--- src/rtl/tty_dbg_tx.sv ---
// Debug-stream UART transmitter: buffers tty_stb bytes in a small FIFO and sends them as 8N1 on txd.
// Two clocks from strobe to start bit; a strobe into a full FIFO is dropped and latches ovf.
module tty_dbg_tx #(
  parameter int REFCLK     = 50000000,
  parameter int BAUD       = 115200,
  parameter int DEPTH_LOG2 = 4
) (
  input  logic       sys_clk_p,
  input  logic       sys_rst,
  input  logic       tty_stb,
  input  logic [7:0] tty_dat,
  input  logic       tty_end,
  output logic       txd,
  output logic       busy,
  output logic       ovf,
  output logic       done
);

  localparam int DIV   = (REFCLK + BAUD / 2) / BAUD;
  localparam int CW    = (DIV < 2) ? 1 : $clog2(DIV);
  localparam int DEPTH = 1 << DEPTH_LOG2;

  generate
    if (DIV < 2) begin : g_div_check
      $error("tty_dbg_tx: bit period below 2 clocks");
    end
  endgenerate

  typedef enum logic [1:0] {S_IDLE, S_START, S_DATA, S_STOP} state_t;

  state_t                r_state;
  state_t                w_state_nxt;
  logic [7:0]            r_mem [DEPTH];
  logic [DEPTH_LOG2:0]   r_wptr;
  logic [DEPTH_LOG2:0]   r_rptr;
  logic [CW-1:0]         r_cnt;
  logic [2:0]            r_bit;
  logic [7:0]            r_shift;
  logic                  r_txd;
  logic                  r_busy;
  logic                  r_ovf;
  logic                  r_end_pend;
  logic                  r_done;

  logic                  w_empty;
  logic                  w_full;
  logic                  w_wr;
  logic                  w_tick;
  logic                  w_pop;
  logic [CW-1:0]         w_cnt_nxt;
  logic [2:0]            w_bit_nxt;
  logic [7:0]            w_shift_nxt;
  logic                  w_txd_nxt;

  // Extra pointer bit distinguishes full (MSB differs only) from empty (equal).
  assign w_empty = (r_wptr == r_rptr);
  assign w_full  = ((r_wptr ^ r_rptr) == {1'b1, {DEPTH_LOG2{1'b0}}});
  assign w_wr    = tty_stb && !w_full;
  assign w_tick  = (r_cnt == CW'(DIV - 1));

  // FSM state register
  always_ff @(posedge sys_clk_p) begin
    if (sys_rst) r_state <= S_IDLE;
    else         r_state <= w_state_nxt;
  end

  // FSM next state
  always_comb begin
    w_state_nxt = r_state;
    case (r_state)
      S_IDLE:  if (!w_empty) w_state_nxt = S_START;
      S_START: if (w_tick) w_state_nxt = S_DATA;
      S_DATA:  if (w_tick && (r_bit == 3'd7)) w_state_nxt = S_STOP;
      S_STOP:  if (w_tick) w_state_nxt = w_empty ? S_IDLE : S_START;
      default: w_state_nxt = S_IDLE;
    endcase
  end

  // FSM outputs: txd is computed for the next state so the pin stays registered.
  always_comb begin
    w_pop       = !w_empty && ((r_state == S_IDLE) || ((r_state == S_STOP) && w_tick));
    w_cnt_nxt   = ((r_state == S_IDLE) || w_tick) ? '0 : r_cnt + CW'(1);
    w_bit_nxt   = (r_state != S_DATA) ? 3'd0 : (w_tick ? r_bit + 3'd1 : r_bit);
    w_shift_nxt = r_shift;
    if (w_pop)
      w_shift_nxt = r_mem[r_rptr[DEPTH_LOG2-1:0]];
    else if ((r_state == S_DATA) && w_tick)
      w_shift_nxt = {1'b1, r_shift[7:1]};
    case (w_state_nxt)
      S_START: w_txd_nxt = 1'b0;
      S_DATA:  w_txd_nxt = w_shift_nxt[0];
      default: w_txd_nxt = 1'b1;
    endcase
  end

  always_ff @(posedge sys_clk_p) begin
    if (w_wr) r_mem[r_wptr[DEPTH_LOG2-1:0]] <= tty_dat;
  end

  always_ff @(posedge sys_clk_p) begin
    if (sys_rst) begin
      r_wptr     <= '0;
      r_rptr     <= '0;
      r_cnt      <= '0;
      r_bit      <= 3'd0;
      r_shift    <= 8'h00;
      r_txd      <= 1'b1;
      r_busy     <= 1'b0;
      r_ovf      <= 1'b0;
      r_end_pend <= 1'b0;
      r_done     <= 1'b0;
    end else begin
      r_cnt   <= w_cnt_nxt;
      r_bit   <= w_bit_nxt;
      r_shift <= w_shift_nxt;
      r_txd   <= w_txd_nxt;
      r_busy  <= !w_empty || (r_state != S_IDLE);
      if (w_wr)             r_wptr     <= r_wptr + 1'b1;
      if (w_pop)            r_rptr     <= r_rptr + 1'b1;
      if (tty_stb && w_full) r_ovf     <= 1'b1;
      if (tty_end)          r_end_pend <= 1'b1;
      if (r_end_pend && w_empty && (r_state == S_IDLE)) r_done <= 1'b1;
    end
  end

  assign txd  = r_txd;
  assign busy = r_busy;
  assign ovf  = r_ovf;
  assign done = r_done;

endmodule

--- config.mk ---
export PLATFORM = sky130hd
export DESIGN_NAME = tty_dbg_tx
export DESIGN_NICKNAME = d
export VERILOG_FILES = /design/src/rtl/tty_dbg_tx.sv
export SDC_FILE = /design/constraint.sdc
export NUM_CORES = 1
export LEC_CHECK = 0
export CAP_MARGIN = 20
export CORE_ASPECT_RATIO = 2
export CORE_MARGIN = 2
export CORE_UTILIZATION = 55
export CTS_BUF_LIST = sky130_fd_sc_hd__clkbuf_4 sky130_fd_sc_hd__clkbuf_8 sky130_fd_sc_hd__clkbuf_16
export DETAILED_ROUTE_END_ITERATION = 8
export PLACE_DENSITY = 0.72
export SYNTH_ARGS = -nofsm -noshare
export SYNTH_HDL_FRONTEND = slang
export SYNTH_SLANG_ARGS = --single-unit
--- constraint.sdc ---
create_clock -name sys_clk_p -period 7 [get_ports sys_clk_p]
set_clock_uncertainty 0.05 [all_clocks]
set_input_delay 1.4 -clock sys_clk_p [delete_from_list [all_inputs] [get_ports sys_clk_p]]
set_output_delay 1.4 -clock sys_clk_p [all_outputs]
set_load 0.02 [all_outputs]
# == Yosys cells after proc, flatten, opt, wreduce, memory -nomap -nowiden ==
# Memories as Yosys holds them, arrays and structs flattened. A register that Yosys moved wholly into a read port is not among the register bits.
# Cells that the tools add are included.
# W data, S select, Z words.
# word_totals
reg_bits,37
mem_bits_rw,128
input_bits,12
memories,1
# classes
n_addsub,4
eq_ne,10
muxes,13
n_bitwise,1
n_reduce_logical,18
# memory_table
memory,words,word_bits,read_ports,rd_ports_with_merged_regs,write_ports,line_no,source
r_mem,16,8,1,1,1,33,logic [7:0] r_mem [DEPTH];
# op_table
operator,count
$mux W8,2
$add A5 B1 Y5 const B,2
$add A9 B1 Y9 const B,1
$eq A9 B9 Y1 const B,1
$logic_and A1 B1 Y1,8
$mux W2,4
$mux W4,2
$pmux W2 S4,1
$eq A2 B2 Y1 const B,3
$eq A5 B5 Y1,1
$eq A5 B5 Y1 const B,1
$xor A5 B5 Y5,1
$eq A2 B1 Y1 const B,2
$reduce_bool A2 Y1,2
$reduce_or A2 Y1,2
$add A3 B1 Y3 const B,1
$eq A3 B3 Y1 const B,1
$logic_or A1 B1 Y1,3
$mux W1,3
$logic_not A1 Y1,2
$logic_not A2 Y1,1
$ne A2 B2 Y1 const B,1
$pmux W1 S2,1

# == Longest topological paths before layout ==
# Gate-level depths: netlist of the first run.
# depth
word_depth,6
depth_mapped,8
depth_no_buf,8

# == Worst setup path before layout of the first run ==
# No wires, ideal clock.
# synth_timing
path_type,in2reg
from,input port tty_stb
to,"memory r_mem[3][0], enable pin"
setup_time_ns,0.383
t_arrival_ns,2.425
setup_slack_ns,4.142
path_stages,3
path_buffers,0
cell_sequence,a21boi_4 nand2_1 nor3_1
# synth_between
elab_chain_cells,3
# synth_rtl
element,line_no,source
start: declaration,10,"input logic tty_stb,"
$logic_and A1 B1 Y1,58,assign w_wr = tty_stb && !w_full;
$mux W1,97,if (w_wr) r_mem[r_wptr[DEPTH_LOG2-1:0]] <= tty_dat;
$mux W1 (not written as such),97,
end: declaration,33,
# Every way passes these cells.

# == Final worst setup path of the first run ==
# layout_timing
from,input port tty_stb
to,"memory r_mem[3][7], enable pin"
# Same word-level chain as after synthesis.

==> run metrics, run 1 <==
final setup vio count=0; Hold/Removal Path Class=flop to flop; antenna violations before repair=0; Root Buffer=clkbuf_16; Slew @ Worst Pin=1.01 ns; pins over their slew limit=0; CP Launch Type=primary input; fraction of registers with async set/reset=0; Layout area overhead=12.3%; sequential area share after synthesis=0.687; number of synthesized flops with an enable pin=128; Max Clk Rate=308 MHz; critical path arrival=3.24 ns; hold_buf cts=0; Fin. Hold Viols=0; total power=2.46 mW; Seq pwr share=0.487; Post-DP HPWL=9.67 mm; ANT cells=0; core area=12,100 um2; initial DRC count=205; total global routing overflow=0; PD cells=323 nW/um2; Die X=82.6 um; Max Cap Viol=0; clk slew on worst S/H paths=0.07 ns; Final TNS setup=0 ns; Reg-to-Reg End=r_mem[3][7]$_DFFE_PP_; worst vdd ir=0.000260 V; most frequent cells in the layout=128 x edfxtp_1, 48 x nor2_1, 40 x dfxtp_1; Post-Syn Area=6790 um2; Die Height=161 um; critical path type=primary input to flop; DR vias/cell=6.06; headroom to the max-slew limit=0.330; vias post-DR=3,519; Final Cycle Share=0.464; Post-CTS Setup Bufs=0; Comb power frac=0.148; worst reg2reg path depth=5; WP data required=7.00 ns; Clock power frac=0.364; Net Sw Power=662 uW; critical-path maximum fanout=8; mean post-synth cell area=17.0 um2; clk_lat worst skew=0.42 ns; post-layout min period=3.25 ns; most common cell after layout, fill and taps aside=edfxtp_1; share of cells above drive strength 1=0.150; Critical Path Start=tty_stb; Sink Count=169; # fillers=881; ANT nets after route=0; effective utilization at floorplan=0.560; CTS Buffer Depth=2; vias in the first global route=3,747; drt wl/cell=23.8 um; Int Pwr=1.80 mW; die area=13,300 um2; # port buffers=15; final wirelength=13.8 mm; H-tree depth=4; largest net degree at the start of global routing=33; Top FF cell, synth=edfxtp_1; Detailed Routing Iterations Pass 1=5; overall routing resource usage=0.226; Synth Net Count=421; CTS tree=yes; Syn. warnings=0; cts bufs inserted=17; Leakage=2.52 nW; Worst setup endpoint=r_mem[3][7]$_DFFE_PP_; Site Rows=57; Crit. End Element=flop; GPL Wtd Cong=0.836; DRC Markers=0; r2r startpoint=r_wptr[2]$_SDFFE_PP0P_; RSZ-0062 raised after global routing=no; Nets=442; Cell variety after synth=41; switch share=0.269; global-route wire length before repair=20.6 mm; internal reg-to-reg setup slack=4.18 ns; FF+latch count, synth=169; fin util=0.629; io pins=16; PostCTS Resize Cnt=0; Syn Inst Count=400; status=finished clean
==> synth_stat cells, types with 2 or more instances <==
master | instances | area share
inv_1 | 7 | 0.0039
buf_6 | 2 | 0.0033
xor2_1 | 13 | 0.017
a21oi_1 | 13 | 0.0096
buf_4 | 2 | 0.0022
a22oi_1 | 7 | 0.0077
o21a_1 | 2 | 0.0022
mux2_2 | 2 | 0.0033
xnor2_1 | 9 | 0.012
dfxtp_1 | 41 | 0.12
clkbuf_1 | 6 | 0.0033
nor3_1 | 7 | 0.0052
ha_1 | 9 | 0.017
mux2i_1 | 7 | 0.010
buf_2 | 3 | 0.0022
nand4_1 | 5 | 0.0046
mux4_1 | 18 | 0.070
a31oi_1 | 3 | 0.0028
o21ai_0 | 2 | 0.0015
nand2b_1 | 3 | 0.0028
mux4_2 | 20 | 0.066
buf_1 | 3 | 0.0017
nand3_1 | 5 | 0.0037
edfxtp_1 | 128 | 0.57
nand2_1 | 20 | 0.011
nor2_1 | 48 | 0.027
==> metal layers <==
| layer | global-route usage | routed length (um) |
|---|---|---|
| met2 | 0.420 | 8050 |
| met3 | 0.0536 | 424 |
| met1 | 0.223 | 4700 |
| met5 | 0 | 0 |
| met4 | 0.107 | 666 |
==> state kept, by name (all words and copies together) (netlist names), named ones only <==
| register | flops |
|---|---|
| r_shift | 8 |
| ovf | 1 |
| r_end_pend | 1 |
| r_wptr | 5 |
| done | 1 |
| r_mem | 128 |
| txd | 1 |
| busy | 1 |
| r_bit | 3 |
| r_rptr | 5 |
| r_state | 2 |
| r_cnt | 9 |
==> final cells by class <==
| type | instances | area (um2) | share of cell area |
|---|---|---|---|
| sequential | 169 | 4670 | 0.612 |
| multi-input combinational | 206 | 1980 | 0.259 |
| clock buffer | 18 | 433 | 0.0568 |
| timing repair buffer | 20 | 185 | 0.0243 |
| tap | 147 | 184 | 0.0241 |
| clock inverter | 14 | 150 | 0.0197 |
| inverter | 7 | 26.3 | 0.00345 |
==> worst min-delay path by stage <==
stage | from | endpoint | slack (ns) | cells after the start
2_1_floorplan | r_shift[6]$_SDFFE_PP0P_ | r_shift[5]$_SDFFE_PP0P_ | 0.38 | 2
3_3_place_gp | r_shift[2]$_SDFFE_PP0P_ | r_shift[1]$_SDFFE_PP0P_ | 0.39 | 2
3_5_place_dp | r_shift[5]$_SDFFE_PP0P_ | r_shift[4]$_SDFFE_PP0P_ | 0.40 | 2
4_1_cts | r_shift[4]$_SDFFE_PP0P_ | r_shift[3]$_SDFFE_PP0P_ | 0.41 | 2
5_1_grt | r_shift[6]$_SDFFE_PP0P_ | r_shift[5]$_SDFFE_PP0P_ | 0.44 | 2
6_report | r_shift[5]$_SDFFE_PP0P_ | r_shift[4]$_SDFFE_PP0P_ | 0.41 | 2
==> metrics by stage <==
| step | hold slack [ns] | worst slack, ns | instance area [um2] | std cells |
|---|---|---|---|---|
| after floorplan | 0.382 | 4.14 | 6790 | 400 |
| after global placement | 0.393 | 3.35 | 7020 | 546 |
| after detailed placement | 0.403 | 3.26 | 7020 | 546 |
| after CTS | 0.411 | 3.70 | 7600 | 578 |
| after global routing | 0.436 | 3.61 | 7620 | 581 |
| final | 0.413 | 3.75 | 7620 | 581 |
==> cells by family (layout without fill, tap and decap cells) <==
logic type | count (synthesis) | count (layout) | synth area share
flip-flops | 169 | 169 | 0.687
AND/OR/NAND/NOR | 96 | 96 | 0.0651
buffers and inverters | 25 | 59 | 0.0217
XOR/XNOR | 22 | 22 | 0.0284
adder cells (fa/ha/maj) | 9 | 9 | 0.0166
AO/OA/AOI/OAI | 32 | 32 | 0.0315
multiplexers | 47 | 47 | 0.150
==> critical path, stage by stage <==
cell and delay, ns:
clkdlybuf4s50_1 0.48, a21boi_4 0.33, nand2_1 0.24, nor3_1 0.79
==> power groups by stage <==
stage	sequential, mW	combinational (mW)	clock, mW
after floorplan	1.18	0.322	0
after CTS	1.20	0.362	0.907
after detailed placement	1.22	0.359	0
final	1.20	0.364	0.896
after global placement	1.22	0.353	0
after global routing	1.21	0.391	0.951
(Power assumes the default switching activity.)
==> inputs of run 2 (changes only) <==
clock period = 3.4 ns   (was 7 ns; I/O delays follow)
==> run metrics, run 2 (same netlist as run 1, synthesis figures left out) <==
status=finished clean; critical path arrival=2.77 ns; DR vias/cell=6.01; most common cell after layout, fill and taps aside=edfxtp_1; GPL Wtd Cong=0.843; drt wl/cell=23.6 um; worst vdd ir=0.000389 V; antenna violations before repair=0; pins over their slew limit=0; Detailed Routing Iterations Pass 1=5; Final Cycle Share=0.744; Slew @ Worst Pin=0.813 ns; Final TNS setup=0 ns; met3 Use GR=0.0520; Nets=450; final wirelength=13.9 mm; Layout area overhead=13.1%; most frequent cells in the layout=128 x edfxtp_1, 48 x nor2_1, 40 x dfxtp_1; routing usage on met2=0.409; Fin. Hold Viols=0; DRC Markers=0; hold_buf cts=0; core area=12,100 um2; PostCTS Resize Cnt=0; Max Cap Viol=0; Root Buffer=clkbuf_16; Post-CTS Setup Bufs=0; Most Crowded Layer GR=met2; met1 GRT Util=0.237; cts bufs inserted=17; RSZ-0062 raised after global routing=no; clk_lat worst skew=0.42 ns; critical path type=flop to flop; CTS tree=yes; total global routing overflow=0; CTS Buffer Depth=2; WP data required=3.64 ns; total power=5.09 mW; Die X=82.6 um; Max Clk Rate=395 MHz; effective utilization at floorplan=0.560; ANT cells=0; final setup vio count=0; Die Height=161 um; # port buffers=15; initial DRC count=264; global-route wire length before repair=20.7 mm; vias in the first global route=3,615; Post-DP HPWL=9.73 mm; CP Launch Type=flop; Largest register FFs=128; io pins=16; headroom to the max-slew limit=0.457; overall routing resource usage=0.228; die area=13,300 um2; vias post-DR=3,538; worst hold start=r_shift[2]$_SDFFE_PP0P_; share of cells above drive strength 1=0.163; clk slew on worst S/H paths=0.07 ns; Hold/Removal Path Class=flop to flop; ANT nets after route=0; H-tree depth=4; Leakage=2.56 nW; Crit. End Element=flop; largest net degree at the start of global routing=29; PD cells=663 nW/um2; Min Hold Slack=0.409 ns; Sink Count=169; critical-path maximum fanout=17; Site Rows=57; post-layout min period=2.53 ns
run 2: cell type report:
cell class	instances	area, um2
Tap cell	147	184
Clock buffer	17	425
Inverter	7	26.3
Clock inverter	15	151
Sequential cell	169	4670
Timing Repair Buffer	28	248
Fill cell	871	4450
Multi-Input combinational cell	206	1980
run 2: power by group:
group          internal, mW  total, mW  switching [mW]
Clock                 0.977       1.84           0.867
Combinational         0.407      0.800           0.393
Sequential             2.32       2.44           0.124
Total                  3.70       5.09            1.38
run 2: worst max-delay path, cell delays in order (launching register included):
cell and delay, ns:
dfxtp_2 0.68, buf_4 0.33, mux4_1 0.57, mux4_2 0.46, a22oi_1 0.21, a21oi_1 0.09
run 2: routing by layer:
metal,vias to the layer above,wire [um],part of all wire
met5,-,0,0
met4,0,660,0.047
met3,31,478,0.034
met2,92,7930,0.57
met1,1807,4840,0.35
li1,1608,-,-
run 2: metrics by stage:
step | area [um2] | worst slack, ns | cells | util
5_1_grt | 7680 | 0.730 | 589 | 0.633
2_1_floorplan | 6790 | 1.18 | 400 | -
4_1_cts | 7680 | 0.853 | 589 | 0.633
3_5_place_dp | 7100 | 0.695 | 557 | 0.586
6_report | 7680 | 0.869 | 589 | 0.633
3_3_place_gp | 7100 | 0.741 | 557 | 0.586
run 2: final timing paths:
kind                                                 to  slack, ns  cells after the start
worst max-delay path            r_shift[6]$_SDFFE_PP0P_       0.87                      5
worst min-delay path            r_shift[1]$_SDFFE_PP0P_       0.41                      2
worst max register to register  r_shift[6]$_SDFFE_PP0P_       0.87                      5
worst min register to register  r_shift[1]$_SDFFE_PP0P_       0.41                      2
==> inputs of run 3 (changes only) <==
PLACE_DENSITY = 0.75   (was 0.72)
clock period = 2.2 ns   (was 3.4 ns; I/O delays follow)
==> run metrics, run 3 (same netlist as run 1, synthesis figures left out) <==
Die Height=161 um; total power=8.27 mW; total global routing overflow=0; critical path arrival=2.41 ns; Largest register FFs=128; share of cells above drive strength 1=0.211; PD cells=1050 nW/um2; ANT nets after route=0; headroom to the max-slew limit=0.572; Fin. Hold Viols=0; antenna violations before repair=0; Max Clk Rate=463 MHz; Worst path slowest cell=mux4_1; DR vias/cell=5.96; core area=12,100 um2; cts bufs inserted=17; Int Pwr=6.18 mW; # fillers=848; largest net degree at the start of global routing=29; global-route wire length before repair=21.7 mm; io pins=16; final setup vio count=0; Seq pwr share=0.448; Site Rows=57; pre-CTS worst setup slack=0.0253 ns; WP data required=2.45 ns; drt wl/cell=23.6 um; Max Cap Viol=0; switch share=0.253; routing usage on met2=0.415; crit-path max cell delay=0.66 ns; critical-path maximum fanout=13; Final TNS setup=0 ns; worst reg2reg path depth=5; CTS tree=yes; internal reg-to-reg setup slack=0.04 ns; Post-DP HPWL=9.81 mm; Clock power frac=0.368; Comb power frac=0.184; vias in the first global route=3,860; Die X=82.6 um; effective utilization at floorplan=0.560; worst vdd ir=0.000707 V; instance count on the critical path=5; family with the most delay on the worst path=multiplexers; clk_lat worst skew=0.42 ns; worst path buffer plus inverter count=1; vias post-DR=3,644; status=finished clean; Final Cycle Share=0.982; multi-input logic area=1980 um2; # port buffers=15; Root Buffer=clkbuf_16; Nets=472; ANT cells=0; Leakage=2.69 nW; Slew @ Worst Pin=0.640 ns; worst hold start=r_shift[7]$_SDFFE_PP0P_; die area=13,300 um2; post-layout min period=2.16 ns; Net Sw Power=2.10 mW; final cell area excluding filler cells=7920 um2; Layout area overhead=16.6%; fin util=0.653; placed cell areas=7290 um2; met1 GRT Util=0.256; CTS Buffer Depth=2; initial DRC count=341; overall routing resource usage=0.238; pins over their slew limit=0; Most Crowded Layer GR=met2; WHS Path Cells=2; most frequent cells in the layout=128 x edfxtp_1, 48 x nor2_1, 40 x dfxtp_1; clk slew on worst S/H paths=0.06 ns; most common cell after layout, fill and taps aside=edfxtp_1; FF+latch area=4670 um2; met3 Use GR=0.0581; Sink Count=169; Detailed Routing Iterations Pass 1=4; Setup WS post-layout=0.0403 ns; DRC Markers=0; Crit. End Element=flop; GPL Wtd Cong=0.820; hold_buf cts=0; H-tree depth=4; critical path type=flop to flop; crit-path cells=buf_12 > mux4_1 > mux4_2 > a22oi_1 > a21oi_1; CP Launch Type=flop; final wirelength=14.4 mm; Hold/Removal Path Class=flop to flop
==> run 3: stage by stage <==
| stage | std cells | hold slack [ns] |
|---|---|---|
| floorplan | 400 | 0.382 |
| global placement | 577 | 0.392 |
| detailed placement | 577 | 0.415 |
| CTS | 611 | 0.429 |
| global route | 611 | 0.446 |
| finish | 611 | 0.429 |
==> run 3: area by class of cell <==
| type | count | area share |
|---|---|---|
| repair buffers | 50 | 0.0569 |
| multi-input cells | 206 | 0.250 |
| well taps | 147 | 0.0232 |
| clock buffers | 19 | 0.0556 |
| clock inverters | 13 | 0.0213 |
| flip-flops and latches | 169 | 0.589 |
| inverters | 7 | 0.00332 |
==> run 3: worst register-to-register path, stage by stage, from the launching register on <==
cell	delay (ns)
dfxtp_2	0.40
buf_12	0.18
mux4_1	0.67
mux4_2	0.50
a22oi_1	0.16
a21oi_1	0.09
==> run 3: per-layer routing <==
metal / vias up / part of all wire
met3: 36 / 0.038
li1: 1651 / -
met4: 0 / 0.046
met2: 101 / 0.57
met5: - / 0
met1: 1856 / 0.35
==> run 3: final timing paths <==
path / end
max: r_shift[5]$_SDFFE_PP0P_
min: r_shift[6]$_SDFFE_PP0P_
max reg2reg: r_shift[5]$_SDFFE_PP0P_
min reg2reg: r_shift[6]$_SDFFE_PP0P_
==> run 3: timing repair <==
| item | in CTS | in global routing |
|---|---|---|
| buffers inserted | 2 | 0 |
| setup endpoints to repair | 2 | 1 |
| pin swaps | 1 | 0 |
| resized for setup | 2 | 1 |
==> run 3: power by group through the flow <==
stage                     combinational, mW  clock, mW  sequential, mW
final                                  1.53       3.05            3.70
after global routing                   1.63       3.21            3.72
after CTS                              1.52       3.08            3.70
after detailed placement               1.46          0            3.77
after global placement                 1.40          0            3.76
after floorplan                        1.02          0            3.74
